$ cat config.mk
export PLATFORM = sky130hd
export DESIGN_NAME = wb_queue_stage
export DESIGN_NICKNAME = d
export VERILOG_FILES = /design/src/rtl/wb_pkg.sv /design/src/rtl/wb_load_ext.sv /design/src/rtl/wb_queue_stage.sv
export SDC_FILE = /design/constraint.sdc
export NUM_CORES = 1
export LEC_CHECK = 0
export ABC_AREA = 0
export CORE_UTILIZATION = 44
export CTS_BUF_LIST = sky130_fd_sc_hd__clkbuf_8
export CTS_CLUSTER_DIAMETER = 50
export CTS_CLUSTER_SIZE = 24
export DETAILED_ROUTE_END_ITERATION = 6
export PLACE_DENSITY_LB_ADDON = 0.15
export RECOVER_POWER = 25
export SETUP_SLACK_MARGIN = 0.3
export SLEW_MARGIN = 10
export SYNTH_ARGS = -nofsm -noshare
export SYNTH_HDL_FRONTEND = slang
export SYNTH_SLANG_ARGS = --single-unit
$ cat constraint.sdc
create_clock -name clk -period 8.7 [get_ports clk]
set_input_delay 1.74 -clock clk [delete_from_list [all_inputs] [get_ports clk]]
set_output_delay 1.74 -clock clk [all_outputs]
set_load 0.01 [all_outputs]
$ cat src/rtl/wb_pkg.sv
// Shared types for the writeback queue stage: queue entry layout, width limits
// and the load size encoding used by the extension unit.
package wb_pkg;

    localparam int MAX_XLEN = 64;
    localparam int MAX_REGW = 8;

    typedef enum logic [1:0] {
        SIZE_WORD = 2'd0,
        SIZE_HALF = 2'd1,
        SIZE_BYTE = 2'd2
    } load_size_e;

    // Payload fields are sized to the widest supported core; the stage uses the low XLEN/REGW bits.
    typedef struct packed {
        logic                regwrite;
        logic                memtoreg;
        logic                isbyte;
        logic                ishalf;
        logic                sign_ext;
        logic [MAX_REGW-1:0] rw;
        logic [MAX_XLEN-1:0] exout;
        logic [MAX_XLEN-1:0] data;
        logic                data_valid;
    } wb_entry_t;

    function automatic load_size_e load_size(input logic isbyte, input logic ishalf);
        if (isbyte) begin
            return SIZE_BYTE;
        end
        if (ishalf) begin
            return SIZE_HALF;
        end
        return SIZE_WORD;
    endfunction

endpackage

$ cat src/rtl/wb_load_ext.sv
// Load lane selection and sign/zero extension for the writeback stage.
module wb_load_ext
    import wb_pkg::*;
#(
    parameter int XLEN = 32
) (
    input  load_size_e      size,
    input  logic            sign_ext,
    input  logic [1:0]      addr,
    input  logic [XLEN-1:0] data,
    output logic [XLEN-1:0] ext
);

    logic [7:0]  byte_lane;
    logic [15:0] half_lane;

    // Half loads ignore addr[0]; word loads pass the full aligned word through.
    always_comb begin
        byte_lane = data[{addr, 3'b000} +: 8];
        half_lane = data[{addr[1], 4'b0000} +: 16];
        ext       = data;
        case (size)
            SIZE_BYTE: ext = {{(XLEN-8){sign_ext & byte_lane[7]}}, byte_lane};
            SIZE_HALF: ext = {{(XLEN-16){sign_ext & half_lane[15]}}, half_lane};
            default:   ext = data;
        endcase
    end

endmodule

$ cat src/rtl/wb_queue_stage.sv
// In-order writeback queue: buffers retiring results, fills loads from in-order
// memory responses and drives a registered register-file write port.
module wb_queue_stage
    import wb_pkg::*;
#(
    parameter int XLEN  = 32,
    parameter int REGW  = 5,
    parameter int DEPTH = 4
) (
    input  logic                       clk,
    input  logic                       rst,
    input  logic                       in_valid,
    output logic                       in_ready,
    input  logic                       in_regwrite,
    input  logic                       in_memtoreg,
    input  logic                       in_isbyte,
    input  logic                       in_ishalf,
    input  logic                       in_signed,
    input  logic [REGW-1:0]            in_rw,
    input  logic [XLEN-1:0]            in_exout,
    input  logic                       mem_rsp_valid,
    input  logic [XLEN-1:0]            mem_rsp_data,
    output logic                       wb_we,
    output logic [REGW-1:0]            wb_rw,
    output logic [XLEN-1:0]            wb_wd,
    output logic [$clog2(DEPTH+1)-1:0] pend_count,
    input  logic [REGW-1:0]            lookup_rs,
    output logic                       lookup_hit,
    output logic                       resp_err
);

    localparam int PW = $clog2(DEPTH);
    localparam int CW = $clog2(DEPTH+1);

    wb_entry_t       q [DEPTH];
    logic [PW-1:0]   head_ptr;
    logic [PW-1:0]   tail_ptr;
    logic [PW-1:0]   fill_ptr;
    logic [PW-1:0]   slot;
    logic [CW-1:0]   count;
    logic            fill_found;
    logic            enq;
    logic            deq;
    logic            fill;
    wb_entry_t       new_entry;
    logic [XLEN-1:0] ext_data;
    logic [XLEN-1:0] retire_data;

    assign in_ready   = (count < CW'(DEPTH));
    assign pend_count = count;
    assign enq        = in_valid && in_ready;
    assign deq        = (count != '0) && q[head_ptr].data_valid;
    assign fill       = mem_rsp_valid && fill_found;

    // Walk occupied slots oldest-first: the first load still waiting is the fill target.
    always_comb begin
        fill_found = 1'b0;
        fill_ptr   = head_ptr;
        lookup_hit = 1'b0;
        slot       = head_ptr;
        for (int i = 0; i < DEPTH; i++) begin
            slot = head_ptr + PW'(i);
            if (CW'(i) < count) begin
                if (!fill_found && q[slot].memtoreg && !q[slot].data_valid) begin
                    fill_found = 1'b1;
                    fill_ptr   = slot;
                end
                if (q[slot].regwrite && (q[slot].rw[REGW-1:0] == lookup_rs) &&
                    (lookup_rs != '0)) begin
                    lookup_hit = 1'b1;
                end
            end
        end
    end

    always_comb begin
        new_entry            = '0;
        new_entry.regwrite   = in_regwrite;
        new_entry.memtoreg   = in_memtoreg;
        new_entry.isbyte     = in_isbyte;
        new_entry.ishalf     = in_ishalf;
        new_entry.sign_ext   = in_signed;
        new_entry.rw         = MAX_REGW'(in_rw);
        new_entry.exout      = MAX_XLEN'(in_exout);
        new_entry.data_valid = !in_memtoreg;
    end

    wb_load_ext #(
        .XLEN(XLEN)
    ) u_load_ext (
        .size     (load_size(q[head_ptr].isbyte, q[head_ptr].ishalf)),
        .sign_ext (q[head_ptr].sign_ext),
        .addr     (q[head_ptr].exout[1:0]),
        .data     (q[head_ptr].data[XLEN-1:0]),
        .ext      (ext_data)
    );

    assign retire_data = q[head_ptr].memtoreg ? ext_data : q[head_ptr].exout[XLEN-1:0];

    // The fill target is always an occupied slot, so it never collides with the tail write.
    always_ff @(posedge clk or negedge rst) begin
        if (!rst) begin
            head_ptr <= '0;
            tail_ptr <= '0;
            count    <= '0;
            for (int i = 0; i < DEPTH; i++) begin
                q[i] <= '0;
            end
        end else begin
            if (fill) begin
                q[fill_ptr].data       <= MAX_XLEN'(mem_rsp_data);
                q[fill_ptr].data_valid <= 1'b1;
            end
            if (enq) begin
                q[tail_ptr] <= new_entry;
                tail_ptr    <= tail_ptr + 1'b1;
            end
            if (deq) begin
                head_ptr <= head_ptr + 1'b1;
            end
            count <= count + CW'(enq) - CW'(deq);
        end
    end

    always_ff @(posedge clk or negedge rst) begin
        if (!rst) begin
            wb_we    <= 1'b0;
            wb_rw    <= '0;
            wb_wd    <= '0;
            resp_err <= 1'b0;
        end else begin
            wb_we <= deq && q[head_ptr].regwrite && (q[head_ptr].rw[REGW-1:0] != '0);
            if (deq) begin
                wb_rw <= q[head_ptr].rw[REGW-1:0];
                wb_wd <= retire_data;
            end
            if (mem_rsp_valid && !fill_found) begin
                resp_err <= 1'b1;
            end
        end
    end

endmodule

Yosys cells after proc, flatten, opt, wreduce, memory -nomap -nowiden

Index checks and enable logic that the tools add are counted.

Memory bits (writable): 0
Latch bits: 0
Output and inout port bits: 44
Bits in read-only memories: 0
Input bits: 83
Register bits: 614
Word-level logic and storage cells: 167
Memories: 0

Multipliers: 0
Reduce and logical (&&, ||, !) cells: 35
$lt $le $gt $ge: 13
Multiplexer cells: 54
Divide/modulo/power cells: 0
Add/subtract/negate cells: 6
Equality and inequality tests: 6
Shift operators: 2
Bitwise operators: 8

Operators by type and width:

| kind                  | number |
|---|---|
| $bwmux W568           | 3 |
| $mux W142             | 9 |
| $bmux W142 S2         | 4 |
| $mux W568             | 2 |
| $demux W142 S2        | 3 |
| $mux W65              | 1 |
| $pmux W32 S2          | 1 |
| $mux W32              | 1 |
| $shiftx A32 B6 Y16    | 1 |
| $shiftx A32 B6 Y8     | 1 |
| $logic_and A1 B1 Y1   | 23 |
| $eq A5 B5 Y1          | 4 |
| $mux W1               | 20 |
| $mux W2               | 10 |
| $ge A3 B3 Y1 const B  | 6 |
| $not A2 Y3            | 6 |
| $reduce_bool A5 Y1    | 2 |
| $logic_not A1 Y1      | 9 |
| $lt A1 B3 Y1 const A  | 2 |
| $lt A2 B3 Y1 const A  | 2 |
| $lt A3 B1 Y1 const B  | 2 |
| $add A2 B1 Y2 const B | 2 |
| $add A2 B2 Y2 const B | 2 |
| $add A3 B1 Y3         | 1 |
| other kinds (6)       | 7 |

Logic depth before layout (Yosys ltp)

Gate-level depths: netlist (run 1).

Word-level depth: 33
Depth in mapped cells: 12
Depth with buffers taken out: 9

By module

From an unflattened synthesis (run 1), not the netlist that was laid out.

Cell total of the unflattened synthesis: 1,449
Area total of the unflattened synthesis: 17,423.0 µm²

Modules (own cells, without submodules):

| module         | area each (µm²) | seq. area each (µm²) | cells each | times used |
|---|---|---|---|---|
| wb_queue_stage | 16,773.6        | 8,658.3              | 1,366      | 1 |
| wb_load_ext    | 649.4           | 0.0                  | 83         | 1 |

Worst setup path after synthesis (run 1)

Ideal clock, no wire load.

Path type: input-to-output
Start point: input lookup_rs[0]
End point: output lookup_hit
Arrival time: 2.800 ns
Path buffers: 1
Stages: 5
Path slack: 4.160 ns
Cells stage by stage: clkbuf_1 xor2_1 a2111oi_0 a41oi_1 a21oi_1

Word-level cells in the longest chain between the ends: 11
Elaborated cells on any way between the ends: 21
Those cells by class: eq/ne: 4; mux: 8; reduce/logical: 9

RTL lines:

| item                             | RTL line             | source |
|---|---|---|
| start: declaration               | wb_queue_stage.sv:27 | `input logic [REGW-1:0] lookup_rs,` |
| $eq A5 B5 Y1                     | wb_queue_stage.sv:68 | `if (q[slot].regwrite && (q[slot].rw[REGW-1:0] == lookup_rs) &&` |
| $logic_and A1 B1 Y1 (2 in a row) | wb_queue_stage.sv:68 |  |
| $mux W1                          | wb_queue_stage.sv:68 |  |
| $mux W1                          | wb_queue_stage.sv:63 | `if (CW'(i) < count) begin` |
| $mux W1                          | wb_queue_stage.sv:68 |  |
| $mux W1                          | wb_queue_stage.sv:63 |  |
| $mux W1                          | wb_queue_stage.sv:68 |  |
| $mux W1                          | wb_queue_stage.sv:63 |  |
| $mux W1                          | wb_queue_stage.sv:68 |  |
| $mux W1 *                        | wb_queue_stage.sv:63 |  |
| end: declaration                 | wb_queue_stage.sv:28 | `output logic lookup_hit,` |

Mark *: on every way between the ends. The rest lies on a longest branch, timed or not.

Worst setup path in the final report (run 1)

Ends and elaborated chain as after synthesis.

==> metrics.cfg, run 1 <==
[power_and_ir_drop]
p_sw_mw=4.25
power.internal_mw=5.40
swShare_pct=44.1
power.density_nw_per_um2=452
p_leak_nw=8.95
p_comb_share_pct=55.2
pwr-share-clk_pct=14.5
ir_drop_mv=0.302
power_frac_seq_pct=30.3

[sta]
setup_viol_count_final=0
rsz0062_at_grt=false
tightest_slew_ns=3.58
clock.fmax_ghz=0.174
finalCriticalPeriod_ns=5.74
finalCritPeriodShare_pct=66.0
hold_viol=0
fin_setup_tns_ns=0
fin_skew_ns=0.0564
drv_slew=62
max_slew_margin_pct=-139

[critical_path]
cp_max_fo=5
worstSetupEndpointType=primary output
r2r-start=head_ptr[0]$_DFFE_PN0P_
rr_worst_depth=8
path_class=in -> out
reg2reg_to=wb_wd[30]$_DFFE_PN0P_
cp-startpoint=lookup_rs[0]
reg2reg_slack_ns=3.79
critPathLaunchType=input port
crit_required_ns=6.96
critPathCapture=lookup_hit
arrival_ns=4.00

[layout]
fillCellCount=3705
multiInputGateArea_um2=9460
ff_latch_area_um2=8670
drive_gt1_share_pct=20.4
nets=1860
final_cell_mix=dfrtp_1 (344), nand2_1 (281), mux2_2 (134)
area_delta_synth_final_pct=13.1
final_area_um2=21400
layout_commonest_cell=dfrtp_1
fin_cells=2342

[cts]
path_clk_slew_ns=0.07
cts_sinks=346
numCtsBuffers=42
cts_tree=yes
cts-root-buf=clkbuf_8
cts.path.max_buffers=3
cts_setup_buffers=0
cts-resized-gates=0
holdBufCountCts=0
insertion_delay_ns=0.66
cts_max_level=2

[synthesis]
synth.cell_area_um2=18900
ys_types=65
synth_flop_cell=dfrtp_1
synth_cells=1735
synth_nets=1827
ys_seq_elements=346
synth-seq-area-share_pct=45.9
postSynthAreaPerCell_um2=10.9
synth-edff-count=0
async_reset_ff_share_pct=100
yosysWarnings=0

[floorplan]
chipHeight_um=209
ios=127
core-area_um2=42100
design.die.area_um2=43700
rows=75
die_w_um=209
start_util_pct=44.8

[run]
max_cap_viol_count=1

[route]
ant_nets=0
drt-vias-per-instance=6.30
finalWirelength_um=57300
drt-initial-drc-count=1335
dr.pass1.iters=5
routedWlPerCell_um=24.5
drc=0
vias=14800

[placed_design]
place_inst=2263
hpwl_um=34400
place_area_um2=20400
io_buffers=126
gp_congestion=0.861

[global_routing]
antenna_found_initial=2
grt_max_degree=157
grt_pass1_wl_um=89900
first_global_vias=14900
overflow=0
grt.total_usage_pct=26.7

[status]
outcome=finished, violations left
violations=max-capacitance violations, max-slew violations

[worst_hold_path]
worstHoldPathType=reg -> reg

-- final cells by class --
cell class	count	area share (%)
antenna	1	0.0117
inverter	12	0.211
clock inverter	33	1.84
tap	539	3.16
sequential	346	40.6
multi-input combinational	1209	44.3
clock buffer	45	2.90
timing repair buffer	157	7.01
-- cells in the mapped netlist (all sizes together) (13+ instances only) --
| library cell | count | area share, % |
|---|---|---|
| xnor2 | 19 | 0.88 |
| nand2 | 285 | 5.7 |
| mux4 | 90 | 11 |
| mux2 | 134 | 8.0 |
| a21oi | 65 | 2.0 |
| or4 | 33 | 1.3 |
| clkbuf | 101 | 2.0 |
| and2 | 37 | 1.2 |
| mux2i | 48 | 2.5 |
| o211ai | 107 | 4.3 |
| nand4 | 70 | 2.3 |
| buf | 67 | 2.3 |
| or3 | 17 | 0.56 |
| nand3 | 42 | 1.1 |
| o21ai | 114 | 3.1 |
| nand2b | 13 | 0.47 |
| nor2 | 18 | 0.37 |
| dfrtp | 346 | 46 |
| a21o | 34 | 1.4 |
-- through the flow --
stage | hold WS [ns] | util [%] | setup slack [ns] | power [mW]
after floorplan | 0.440 | - | 4.16 | 6.63
after global placement | 0.449 | 48.3 | 3.06 | 8.11
after detailed placement | 0.454 | 48.3 | 2.94 | 8.23
after CTS | 0.475 | 50.7 | 2.92 | 9.65
after global routing | 0.495 | 50.7 | 2.77 | 10.3
final | 0.470 | 50.7 | 2.96 | 9.65
-- registers in the layout (all words and copies together), names as in the netlist --
signal,flops
wb_wd,32
wb_rw,5
pend_count,3
tail_ptr,2
resp_err,1
wb_we,1
q,300
head_ptr,2
-- per-layer routing --
metal | share of wire, % | global-route usage, % | up-vias
met2 | 47 | 41.3 | 530
li1 | - | - | 6461
met5 | 0.023 | 0 | -
met3 | 6.2 | 4.84 | 122
met1 | 44 | 37.5 | 7641
met4 | 3.3 | 10.2 | 2
-- worst min path at each step --
stage | start | endpoint | cells past startpoint
after floorplan | q[137]$_DFFE_PN0P_ | q[137]$_DFFE_PN0P_ | 2
after CTS | q[137]$_DFFE_PN0P_ | q[137]$_DFFE_PN0P_ | 2
after global routing | q[137]$_DFFE_PN0P_ | q[137]$_DFFE_PN0P_ | 2
after detailed placement | resp_err$_DFFE_PN0P_ | resp_err$_DFFE_PN0P_ | 1
final | q[137]$_DFFE_PN0P_ | q[137]$_DFFE_PN0P_ | 2
after global placement | resp_err$_DFFE_PN0P_ | resp_err$_DFFE_PN0P_ | 1
-- critical path, stage by stage --
cell and delay (ns):
clkdlybuf4s50_1 0.56, xor2_1 0.22, a2111oi_0 0.56, a41oi_1 0.19, a21oi_1 0.17, clkdlybuf4s50_1 0.56
-- logic make-up after synthesis --
family,count (synthesis),synth area share [%]
simple gates,542,14.0
compound gates,362,12.6
flops,346,45.9
mux,272,21.3
buf+inv,180,4.53
xor+xnor,24,1.11
fa+ha+maj,9,0.636
-- power groups by stage --
stage / logic, mW / registers, mW / clock network (mW)
final: 5.32 / 2.93 / 1.40
after global routing: 5.75 / 3.02 / 1.49
after CTS: 5.30 / 2.92 / 1.42
after detailed placement: 5.28 / 2.95 / 0
after global placement: 5.19 / 2.92 / 0
after floorplan: 3.88 / 2.76 / 0
No activity file was read; power rests on OpenSTA's default activity.
==> run 2: changes to the inputs <==
==> constraint.sdc (replaced) <==
create_clock -name clk -period 5.3 [get_ports clk]
set_input_delay 1.06 -clock clk [delete_from_list [all_inputs] [get_ports clk]]
set_output_delay 1.06 -clock clk [all_outputs]
set_load 0.01 [all_outputs]
==> run 2 against run 1 <==
The run still ends with max-capacitance violations, max-slew violations left. Critical path depth unchanged. Routed wire length up 1.6%. Sequential power increased by 64%. Critical path type is now reg -> out. Largest cell class unchanged. Largest power group unchanged.
==> metrics.cfg, run 2 (same netlist as run 1, synthesis figures left out) <==
[placed_design]
gp_congestion=0.893  ; was 0.861
place_inst=2271  ; was 2263
hpwl_um=35400  ; was 34400 µm
place_area_um2=20500  ; was 20400 µm²
post-place-ws_ns=1.07  ; was 2.94 ns
io_buffers=126  ; unchanged

[cts]
insertion_delay_ns=0.64  ; was 0.66 ns
cts-resized-gates=0  ; unchanged
path_clk_slew_ns=0.10  ; was 0.07 ns
cts_max_level=2  ; unchanged
cts_tree=yes  ; unchanged
holdBufCountCts=0  ; unchanged
cts_sinks=346  ; unchanged
cts-root-buf=clkbuf_8  ; unchanged
numCtsBuffers=41  ; was 42
cts.path.max_buffers=3  ; unchanged
cts_setup_buffers=0  ; unchanged

[global_routing]
grt_max_degree=112  ; was 157
overflow=0  ; unchanged
first_global_vias=14900  ; about the same
antenna_found_initial=2  ; unchanged
grt_pass1_wl_um=91400  ; was 89900 µm
grt.total_usage_pct=27.2  ; was 26.7%

[route]
finalWirelength_um=58300  ; was 57300 µm
drc=0  ; unchanged
drt-vias-per-instance=6.27  ; was 6.30
vias=14700  ; was 14800
drt-initial-drc-count=1308  ; was 1335
ant_nets=0  ; unchanged
routedWlPerCell_um=24.8  ; was 24.5 µm
dr.pass1.iters=5  ; unchanged

[layout]
final_cell_mix=dfrtp_1 (344), nand2_1 (281), mux2_2 (134)  ; unchanged
final_area_um2=21400  ; about the same
area_delta_synth_final_pct=13.2  ; was 13.1%
nets=1867  ; was 1860
ff_latch_area_um2=8670  ; unchanged
fillCellCount=3781  ; was 3705
largest_reg_flops=300  ; unchanged
layout_commonest_cell=dfrtp_1  ; unchanged
fin_cells=2348  ; was 2342
largest-register=q  ; unchanged
final_util_pct=50.7  ; about the same
multiInputGateArea_um2=9460  ; unchanged
top_regs=q x300, wb_wd x32, wb_rw x5  ; unchanged
drive_gt1_share_pct=20.6  ; was 20.4%

[power_and_ir_drop]
power.density_nw_per_um2=736  ; was 452 nW/µm²
pwr-share-clk_pct=13.5  ; was 14.5%
p_sw_mw=7.05  ; was 4.25 mW
p_total_mw=15.7  ; was 9.65 mW
p_comb_share_pct=56.0  ; was 55.2%
power.internal_mw=8.68  ; was 5.40 mW
power_frac_seq_pct=30.5  ; was 30.3%
swShare_pct=44.8  ; was 44.1%
p_leak_nw=8.97  ; was 8.95 nW
ir_drop_mv=0.447  ; was 0.302 mV

[sta]
fin_setup_tns_ns=0  ; unchanged
max_slew_margin_pct=-92.7  ; was -139%
fin_skew_ns=0.0367  ; was 0.0564 ns
finalCritPeriodShare_pct=85.6
tightest_slew_ns=2.89  ; was 3.58 ns
clock.fmax_ghz=0.220
worst_slack_ns=0.765  ; was 2.96 ns
finalCriticalPeriod_ns=4.54
hold_ws_ns=0.465  ; was 0.470 ns
rsz0062_at_grt=false  ; unchanged
setup_viol_count_final=0  ; unchanged
hold_viol=0  ; unchanged
drv_slew=110  ; was 62

[critical_path]
rr_worst_depth=7  ; was 8
arrival_ns=3.48  ; was 4.00 ns
path_class=reg -> out  ; was in -> out
critPathLaunchType=flop  ; was input port
reg2reg_slack_ns=1.46  ; was 3.79 ns
cp_max_fo=33  ; was 5
crit_slowest_cell=dfrtp_4  ; was clkdlybuf4s50_1
r2r-start=head_ptr[0]$_DFFE_PN0P_  ; unchanged
reg2reg_to=wb_wd[6]$_DFFE_PN0P_  ; was wb_wd[30]$_DFFE_PN0P_
worstSetupEndpointType=primary output  ; unchanged
critPathMaxStageDelay_ns=0.80  ; was 0.56 ns
crit_required_ns=4.24  ; was 6.96 ns
worstPathCellList=mux4_2, xor2_1, a2111oi_0, a41oi_1, a21oi_1, clkdlybuf4s50_1  ; was clkdlybuf4s50_1, xor2_1, a2111oi_0, a41oi_1, a21oi_1, clkdlybuf4s50_1

[worst_hold_path]
whs_path_depth=1  ; was 2
worstHoldEndpoint=resp_err$_DFFE_PN0P_  ; was q[137]$_DFFE_PN0P_
worstHoldPathType=reg -> reg  ; unchanged
hp-start=resp_err$_DFFE_PN0P_  ; was q[137]$_DFFE_PN0P_

[floorplan]
design.die.area_um2=43700  ; unchanged
die_w_um=209  ; unchanged
core-area_um2=42100  ; unchanged
chipHeight_um=209  ; unchanged
ios=127  ; unchanged
start_util_pct=44.8  ; unchanged
rows=75  ; unchanged

[status]
violations=max-capacitance violations, max-slew violations  ; unchanged
outcome=finished, violations left  ; unchanged

[run]
max_cap_viol_count=1  ; unchanged

==> run 2: cell types whose count changed in the layout (fill, tap and decap cells not counted), sizes merged <==
| cell | change |
|---|---|
| inv | +4 |
| bufinv | -4 |
| clkinvlp | -1 |
| clkbuf | -1 |
| buf | +7 |
| clkinv | +1 |
==> run 2: final cells by class <==
| type | count | area share (%) |
|---|---|---|
| Timing Repair Buffer | 165 | 7.46 |
| Multi-Input combinational cell | 1209 | 44.3 |
| Sequential cell | 346 | 40.6 |
| Inverter | 12 | 0.211 |
| Clock inverter | 33 | 1.53 |
| Clock buffer | 43 | 2.77 |
| Antenna cell | 1 | 0.0117 |
| Tap cell | 539 | 3.16 |
==> run 2: how the worst max path moves through the flow <==
| stage | startpoint | to | slack (ns) |
|---|---|---|---|
| after global routing | head_ptr[0]$_DFFE_PN0P_ | lookup_hit | 0.46 |
| after floorplan | head_ptr[0]$_DFFE_PN0P_ | lookup_hit | 1.90 |
| after CTS | head_ptr[0]$_DFFE_PN0P_ | lookup_hit | 0.68 |
| after global placement | lookup_rs[0] | lookup_hit | 1.08 |
| after detailed placement | lookup_rs[0] | lookup_hit | 1.07 |
| final | head_ptr[0]$_DFFE_PN0P_ | lookup_hit | 0.76 |
==> run 2: power groups by stage <==
stage          Clock, mW  Sequential, mW  Combinational [mW]
2_1_floorplan          0            4.52                6.36
3_3_place_gp           0            4.79                8.56
3_5_place_dp           0            4.83                8.75
4_1_cts             2.17            4.79                8.79
5_1_grt             2.28            4.96                9.52
6_report            2.12            4.80                8.81
==> run 2: per-layer routing <==
metal | GRT usage (%) | routed length [µm] | up-vias
li1 | - | - | 6474
met1 | 37.8 | 25200 | 7574
met2 | 42.3 | 27200 | 567
met3 | 5.56 | 4190 | 103
met4 | 9.74 | 1660 | 2
met5 | 0 | 18 | -
==> run 2: worst max-delay path: cells and delay by family (launching register included) <==
kind                      cells  cell delay (ns)
DFF                           1             0.80
AOI/OAI and AO/OA             3             0.76
muxes                         1             0.58
buffers and inverters         1             0.56
xor gates and xnor gates      1             0.15
